**src/rtl/gshare_predictor.sv**
```systemverilog
// Gshare conditional-branch direction predictor: a PHT of saturating counters indexed by PC XOR global history,
// with speculative history update at predict time, checkpoint recovery on mispredict, and a mispredict counter.
module gshare_predictor #(
  parameter int PHT_INDEX_BITS = 6,
  parameter int GHR_BITS       = 6,
  parameter int CTR_BITS       = 2,
  parameter int CTR_INIT       = 1,
  parameter int PC_LSB         = 2,
  parameter int PERF_BITS      = 16
) (
  input  logic                      clock,
  input  logic                      reset,
  input  logic                      lookup_valid,
  input  logic [31:0]               lookup_pc,
  input  logic                      lookup_is_cond,
  input  logic                      lookup_is_uncond,
  output logic                      pred_taken,
  output logic [PHT_INDEX_BITS-1:0] pred_index,
  output logic [GHR_BITS-1:0]       pred_ghr,
  input  logic                      update_valid,
  input  logic [PHT_INDEX_BITS-1:0] update_index,
  input  logic [GHR_BITS-1:0]       update_ghr,
  input  logic                      update_taken,
  input  logic                      update_mispredict,
  output logic [PERF_BITS-1:0]      mispredict_count
);

  localparam int PHT_ENTRIES = 1 << PHT_INDEX_BITS;
  localparam logic [CTR_BITS-1:0] CTR_RESET = CTR_INIT[CTR_BITS-1:0];
  localparam logic [CTR_BITS-1:0] CTR_MAX   = '1;

  logic [CTR_BITS-1:0]       r_pht [PHT_ENTRIES];
  logic [GHR_BITS-1:0]       r_ghr;
  logic [PERF_BITS-1:0]      r_mispredict_count;

  logic [PHT_INDEX_BITS-1:0] w_ghr_ext;
  logic [PHT_INDEX_BITS-1:0] w_index;
  logic                      w_pred_taken;
  logic                      w_spec_shift;
  logic                      w_recover;
  logic                      w_unused_pc;

  // Shift-by-one then drop the new bit in; also correct for a 1-bit history.
  function automatic logic [GHR_BITS-1:0] ghr_push(input logic [GHR_BITS-1:0] ghr,
                                                   input logic bit_in);
    logic [GHR_BITS-1:0] res;
    res    = ghr << 1;
    res[0] = bit_in;
    return res;
  endfunction

  function automatic logic [CTR_BITS-1:0] ctr_next(input logic [CTR_BITS-1:0] ctr,
                                                   input logic taken);
    if (taken) return (ctr == CTR_MAX) ? ctr : ctr + 1'b1;
    else       return (ctr == '0)      ? ctr : ctr - 1'b1;
  endfunction

  always_comb begin
    w_ghr_ext                 = '0;
    w_ghr_ext[GHR_BITS-1:0]   = r_ghr;
  end

  assign w_index      = lookup_pc[PC_LSB +: PHT_INDEX_BITS] ^ w_ghr_ext;
  // Lookup reads the pre-update counter; a same-cycle write to this entry is not bypassed.
  assign w_pred_taken = lookup_is_uncond | r_pht[w_index][CTR_BITS-1];
  assign w_spec_shift = lookup_valid & lookup_is_cond & ~lookup_is_uncond;
  assign w_recover    = update_valid & update_mispredict;
  assign w_unused_pc  = ^lookup_pc;

  assign pred_taken       = w_pred_taken;
  assign pred_index       = w_index;
  assign pred_ghr         = r_ghr;
  assign mispredict_count = r_mispredict_count;

  always_ff @(posedge clock or negedge reset) begin
    if (!reset) begin
      for (int i = 0; i < PHT_ENTRIES; i++) r_pht[i] <= CTR_RESET;
    end else if (update_valid) begin
      r_pht[update_index] <= ctr_next(r_pht[update_index], update_taken);
    end
  end

  // Recovery wins over the speculative shift: the younger lookup is squashed upstream.
  always_ff @(posedge clock or negedge reset) begin
    if (!reset) begin
      r_ghr <= '0;
    end else if (w_recover) begin
      r_ghr <= ghr_push(update_ghr, update_taken);
    end else if (w_spec_shift) begin
      r_ghr <= ghr_push(r_ghr, w_pred_taken);
    end
  end

  always_ff @(posedge clock or negedge reset) begin
    if (!reset) begin
      r_mispredict_count <= '0;
    end else if (w_recover && (r_mispredict_count != '1)) begin
      r_mispredict_count <= r_mispredict_count + 1'b1;
    end
  end

endmodule

```
**config.mk**
```make
export PLATFORM = sky130hd
export DESIGN_NAME = gshare_predictor
export DESIGN_NICKNAME = d
export VERILOG_FILES = /design/src/rtl/gshare_predictor.sv
export SDC_FILE = /design/constraint.sdc
export NUM_CORES = 1
export LEC_CHECK = 0
export CAP_MARGIN = 25
export CORE_ASPECT_RATIO = 0.9
export CORE_MARGIN = 1
export CORE_UTILIZATION = 45
export CTS_CLUSTER_SIZE = 8
export DETAILED_ROUTE_END_ITERATION = 12
export PLACE_DENSITY = 0.62
export SYNTH_ARGS = -nofsm -noshare
export SYNTH_HDL_FRONTEND = slang
export SYNTH_SLANG_ARGS = --single-unit
```
**constraint.sdc**
```tcl
create_clock -name clock -period 5.21 [get_ports clock]
set_input_delay 1.042 -clock clock [delete_from_list [all_inputs] [get_ports clock]]
set_output_delay 1.042 -clock clock [all_outputs]
set_load 0.05 [all_outputs]
```
==> results of run 1 <==
-- metal layers --
layer	vias up	part of all wire, %	global-route usage, %	wire (um)
met3	43	7.7	6.18	1840
li1	3260	-	-	-
met5	-	0	0	0
met4	0	2.3	11.7	545
met2	283	45	40.0	10800
met1	3516	45	37.0	10900
-- cells in the final DEF (no fill, tap or decap), drive strengths merged, types with 11 or more instances in the layout --
cell type / Yosys / layout
xnor2: 14 / 14
a21oi: 13 / 13
o31ai: 59 / 59
a221oi: 17 / 17
a31oi: 70 / 70
inv: 7 / 12
mux4: 24 / 24
nor2: 149 / 149
clkbuf: 16 / 20
dfstp: 64 / 64
clkdlybuf4s50: 0 / 50
buf: 43 / 30
a22oi: 11 / 11
nand2: 149 / 149
o21ai: 18 / 18
dfrtp: 86 / 86
nand3: 14 / 14
mux2i: 25 / 25
-- path summary, 6_finish.rpt --
check / end / from / slack, ps
worst max-delay path: pred_taken / lookup_pc[3] / 500
worst min-delay path: r_pht[64] / r_pht[64] / 470
min in group asynchronous: r_pht[7] / reset / 630
max in group asynchronous: r_pht[21] / reset / 3560
worst min register to register: r_pht[64] / r_pht[64] / 470
worst max register to register: r_pht[107] / r_pht[0] / 2200
-- per-stage QoR --
stage | hold WS, ps | util, % | area, um2 | cells | worst slack, ps
floorplan | 448 | - | 8300 | 867 | 739
CTS | 469 | 54.1 | 9650 | 1159 | 484
global route | 480 | 54.2 | 9660 | 1160 | 394
global placement | 454 | 51.1 | 9110 | 1127 | 533
detailed placement | 460 | 51.1 | 9110 | 1127 | 491
finish | 469 | 54.2 | 9660 | 1160 | 495
-- worst max-delay path: cells and delay by family --
family	cells	cell delay [ps]
buffers and inverters	3	910
AOI/OAI and AO/OA	3	610
muxes	1	520
and+or+nand+nor	2	400
xor gates and xnor gates	1	190
-- cell type report --
type / count / area, um2
fill: 1606 / 8180
inverter: 7 / 26.3
clock inverter: 12 / 95.1
tap: 240 / 300
multi-input combinational: 651 / 4140
clock buffer: 20 / 447
timing repair buffer: 80 / 818
sequential: 150 / 3830
-- flip-flops by register name, indices dropped and copies added, names as in the netlist --
| name | flops |
|---|---|
| mispredict_count | 16 |
| pred_ghr | 6 |
| r_pht | 128 |
-- cells by family (layout without fill, tap and decap cells) --
family,Yosys count,count (layout),share of synthesized area (%)
simple gates,361,361,18.4
compound gates,210,210,18.0
flops,150,150,46.2
buf+inv,66,119,4.25
mux,58,58,10.7
xor+xnor,21,21,2.22
fa+ha+maj,1,1,0.151
-- where the power goes --
part           switching (mW)  internal, mW
registers               0.181          1.45
clock network           0.517         0.629
logic                   0.620         0.439
==> impl_metrics.py, run 1 <==
metrics = {
    "worst_setup_path": {
        "slowest_delay_ps": 520,
        "path_class": "in2out",
        "crit_chain": "clkdlybuf4s50_1 -> xor2_2 -> buf_12 -> mux4_2 -> a221oi_1 -> o21ai_0 -> o311ai_0 -> nand2_1 -> or2_2 -> buf_4",
        "reg2regPathDepth": 7,
        "cp_slowest_cell": "mux4_2",
        "endpoint_kind": "output port",
        "worstPathArrival_ps": 3670,
        "required_ps": 4170,
        "worst-path-max-fanout": 18,
        "crit_path_start_kind": "input port",
    },
    "synthesis": {
        "synth-seq-area-share_pct": 46.2,
        "syn_area_um2": 8300,
        "synth_edf_count": 0,
        "async_flop_share_pct": 100,
        "synth_area_leader_cell": "dfrtp_1",
        "yosys_most_used_dff": "dfrtp_1",
        "syn_inst": 867,
        "syn_avg_cell_area_um2": 9.58,
        "yosys-top-cells-count": "nand2_1 (149), nor2_1 (148), dfrtp_1 (86), a31oi_1 (69), dfstp_2 (64)",
        "synth_nets": 920,
        "yosysMostFrequentCell": "nand2_1",
        "synthTopCellsByArea": "dfrtp_1 (26%), dfstp_2 (20%), nand2_1 (6.7%)",
        "synth_top_area_share_pct": 25.9,
        "yosys_warnings": 0,
        "ys_types": 61,
        "synth_seq_cells": 150,
    },
    "timing": {
        "layout_worst_path_cycle_share_pct": 90.5,
        "finalCriticalPeriod_ps": 4710,
        "tightest_slew_ps": 1050,
        "rsz0062_at_grt": "no",
        "final.setup.tns_ps": 0,
        "final_hold_viol_count": 0,
        "slew_viol_final": 0,
        "finalSetupViolations": 0,
        "maxSlewHeadroom_pct": 29.8,
        "clock_skew_ps": 12.1,
        "max_freq_mhz": 212,
    },
    "grt": {
        "antenna_found_initial": 0,
        "grt_max_degree": 70,
        "grt_pass1_wl_um": 38600,
        "track_usage_pct": 26.6,
        "grt_pass1_vias": 6962,
        "gr-total-overflow": 0,
    },
    "finish": {
        "drive_gt1_share_pct": 18.8,
        "final_nets": 960,
        "diodes": 0,
        "syn2layout_area_growth_pct": 16.4,
    },
    "drt": {
        "drt-vias-per-instance": 6.12,
        "final_antenna_net_count": 0,
        "drt_iter0_drc": 802,
        "dr.pass1.iters": 5,
        "wl_um": 24100,
        "drcViolationCount": 0,
        "wire_per_inst_um": 20.8,
        "vias": 7102,
    },
    "floorplan": {
        "die_x_um": 145,
        "dieArea_um2": 19000,
        "num_rows": 46,
        "ioPinCount": 81,
        "start_util_pct": 46.5,
        "fp.dieH_um": 131,
        "core_um2": 17800,
    },
    "hold_path": {
        "hold_class": "reg2reg",
        "min_path_cells": 2,
    },
    "clocking": {
        "clk_pin_slew_ps": 60,
        "post-cts-setup-buffer-count": 0,
        "cts-root-buf": "clkbuf_16",
        "clk-insertion-delay-late_ps": 430,
        "cts_buffers": 17,
        "cts_resized": 0,
        "tritoncts": "built",
        "htreeDepth": 4,
        "clockBufferDepth": 2,
        "cts.hold.buffers_added": 0,
        "cts_sinks": 150,
    },
    "pwr": {
        "leakagePower_nw": 3.72,
        "p_total_mw": 3.84,
        "cellPowerDensity_nw_per_um2": 397,
        "ir_worst_vdd_v": 0.000193,
    },
    "place": {
        "gp_congestion": 0.874,
        "dp_hpwl_um": 16000,
        "portBuffers": 53,
    },
    "run": {
        "maxCapViolations": 0,
    },
    "status": {
        "status": "finished clean",
    },
}
(Power assumes the default switching activity.)
==> run 2, diff against run 1 <==
- PLACE_DENSITY: 0.62 -> 0.65
==> run 2 against run 1 <==
  * Global-route usage decreased by 0.078 points
  * Highest routed layer unchanged
  * Clock-buffer cell count is 3 higher
  * Clock power up 23%
  * Core utilization increased by 0.60 points
  * Critical endpoint unchanged
  * Register-to-register slack improved by 310 ps
  * Power up 6.7%
  * Sequential share of layout area is 0.43 points lower
  * Clock skew decreased by 4.1 ps
  * Critical path type unchanged
  * Die area did not move
  * Largest cell class unchanged
==> impl_metrics.py, run 2 (synthesis gave the netlist of run 1 again) <==
metrics = {
    "grt": {
        "grt_pass1_vias": 6785,
        "gr-total-overflow": 0,
        "antenna_found_initial": 0,
        "grt_pass1_wl_um": 38700,
        "track_usage_pct": 26.5,
        "grt_max_degree": 65,
    },
    "timing": {
        "final_hold_viol_count": 0,
        "layout_worst_path_cycle_share_pct": 91.5,
        "final.setup.tns_ps": 0,
        "clock_skew_ps": 7.96,
        "slew_viol_final": 0,
        "finalSetupViolations": 0,
        "finalCriticalPeriod_ps": 4770,
        "maxSlewHeadroom_pct": 26.4,
        "tightest_slew_ps": 1100,
        "max_freq_mhz": 210,
        "rsz0062_at_grt": "no",
    },
    "floorplan": {
        "num_rows": 46,
        "core_um2": 17800,
        "die_x_um": 145,
        "ioPinCount": 81,
        "start_util_pct": 46.5,
        "dieArea_um2": 19000,
        "fp.dieH_um": 131,
    },
    "worst_setup_path": {
        "crit_path_start_kind": "input port",
        "cp_slowest_cell": "mux4_2",
        "path_buf_inv": 3,
        "slowest_delay_ps": 530,
        "crit_chain": "clkdlybuf4s50_1 -> xor2_2 -> buf_12 -> mux4_2 -> a221oi_1 -> o21ai_0 -> o311ai_0 -> nand2_1 -> or2_2 -> buf_4",
        "cpLargestDelayFamily": "buffers and inverters",
        "worstPathArrival_ps": 3730,
        "required_ps": 4170,
        "endpoint_kind": "output port",
        "worst-path-max-fanout": 18,
        "path_class": "in2out",
    },
    "clocking": {
        "cts_resized": 0,
        "tritoncts": "built",
        "htreeDepth": 4,
        "cts-root-buf": "clkbuf_16",
        "cts_buffers": 17,
        "cts_sinks": 150,
        "clk_pin_slew_ps": 60,
        "cts.hold.buffers_added": 0,
        "post-cts-setup-buffer-count": 0,
        "clk-insertion-delay-late_ps": 430,
        "clockBufferDepth": 2,
    },
    "drt": {
        "dr.pass1.iters": 5,
        "vias": 7125,
        "drt_iter0_drc": 887,
        "drt-vias-per-instance": 6.14,
        "final_antenna_net_count": 0,
        "drcViolationCount": 0,
        "wl_um": 24200,
        "wire_per_inst_um": 20.9,
    },
    "pwr": {
        "leakagePower_nw": 3.78,
        "p_total_mw": 4.09,
        "ir_worst_vdd_v": 0.000210,
        "cellPowerDensity_nw_per_um2": 419,
    },
    "status": {
        "status": "finished clean",
    },
    "finish": {
        "seq_area_um2": 3830,
        "regMostFlops": "r_pht",
        "drive_gt1_share_pct": 18.5,
        "final_cell_mix": "nand2_1 (149), nor2_1 (148), dfrtp_1 (86)",
        "final_nets": 960,
        "nFillCells": 1576,
        "diodes": 0,
        "largest_register_ffs": 128,
        "multi_input_comb_area_um2": 4140,
        "layout.cells.non_filler": 1160,
        "final_common_cell": "nand2_1",
        "syn2layout_area_growth_pct": 17.7,
    },
    "place": {
        "dp_hpwl_um": 15700,
        "gp_congestion": 0.881,
        "dp.cells": 1128,
        "portBuffers": 53,
    },
    "hold_path": {
        "hold_class": "reg2reg",
    },
    "run": {
        "maxCapViolations": 0,
    },
}
-- run 2: cell types whose count changed in the layout (fill, tap and decap cells not counted), sizes merged --
cell      previous run  this run
bufinv               0         6
inv                 12         7
clkbuf              20        23
clkinvlp             4         1
clkinv               3         2
-- run 2: worst register-to-register path, cell delays in order (launching register included) --
cell	delay, ps
dfrtp_1	410
mux2_2	270
a221o_1	290
o2bb2ai_1	160
a221oi_2	310
nand4_2	300
o31ai_4	300
buf_12	310
a31oi_1	190
-- run 2: per-layer routing --
layer	routed length [um]	up-vias	track usage (%)
li1	-	3253	-
met1	10900	3537	37.8
met2	11000	294	40.3
met3	1860	41	6.04
met4	501	0	8.42
met5	0	-	0
-- run 2: power breakdown --
part,switching (mW),internal [mW]
logic,0.609,0.436
registers,0.188,1.45
clock network,0.486,0.922
total,1.28,2.81
-- run 2: per-stage QoR --
step           util [%]  hold slack (ps)  cell area [um2]  worst slack (ps)
6_report           54.8              466             9770               441
5_1_grt            54.8              478             9770               325
4_1_cts            54.8              469             9770               439
3_5_place_dp       51.0              460             9100               536
3_3_place_gp       51.0              454             9100               542
2_1_floorplan         -              448             8300               739
-- run 2: cell type report --
type                       instances  area share [%]
clock buffer                      23            4.79
clock inverter                     9            2.01
inverter                           7           0.269
multi-input combinational        651            42.4
sequential                       150            39.2
tap                              240            3.07
timing repair buffer              80            8.21
-- run 2: final timing paths --
kind                       slack, ps          from  cells past startpoint    endpoint
setup / recovery                 440  lookup_pc[3]                     10  pred_taken
hold reg to reg                  470     r_pht[96]                      2   r_pht[96]
min in group asynchronous        620         reset                      1   r_pht[19]
setup reg to reg                2510     r_pht[11]                      8   r_pht[29]
hold / removal                   470     r_pht[96]                      2   r_pht[96]
max in group asynchronous       3560         reset                      2   r_pht[71]
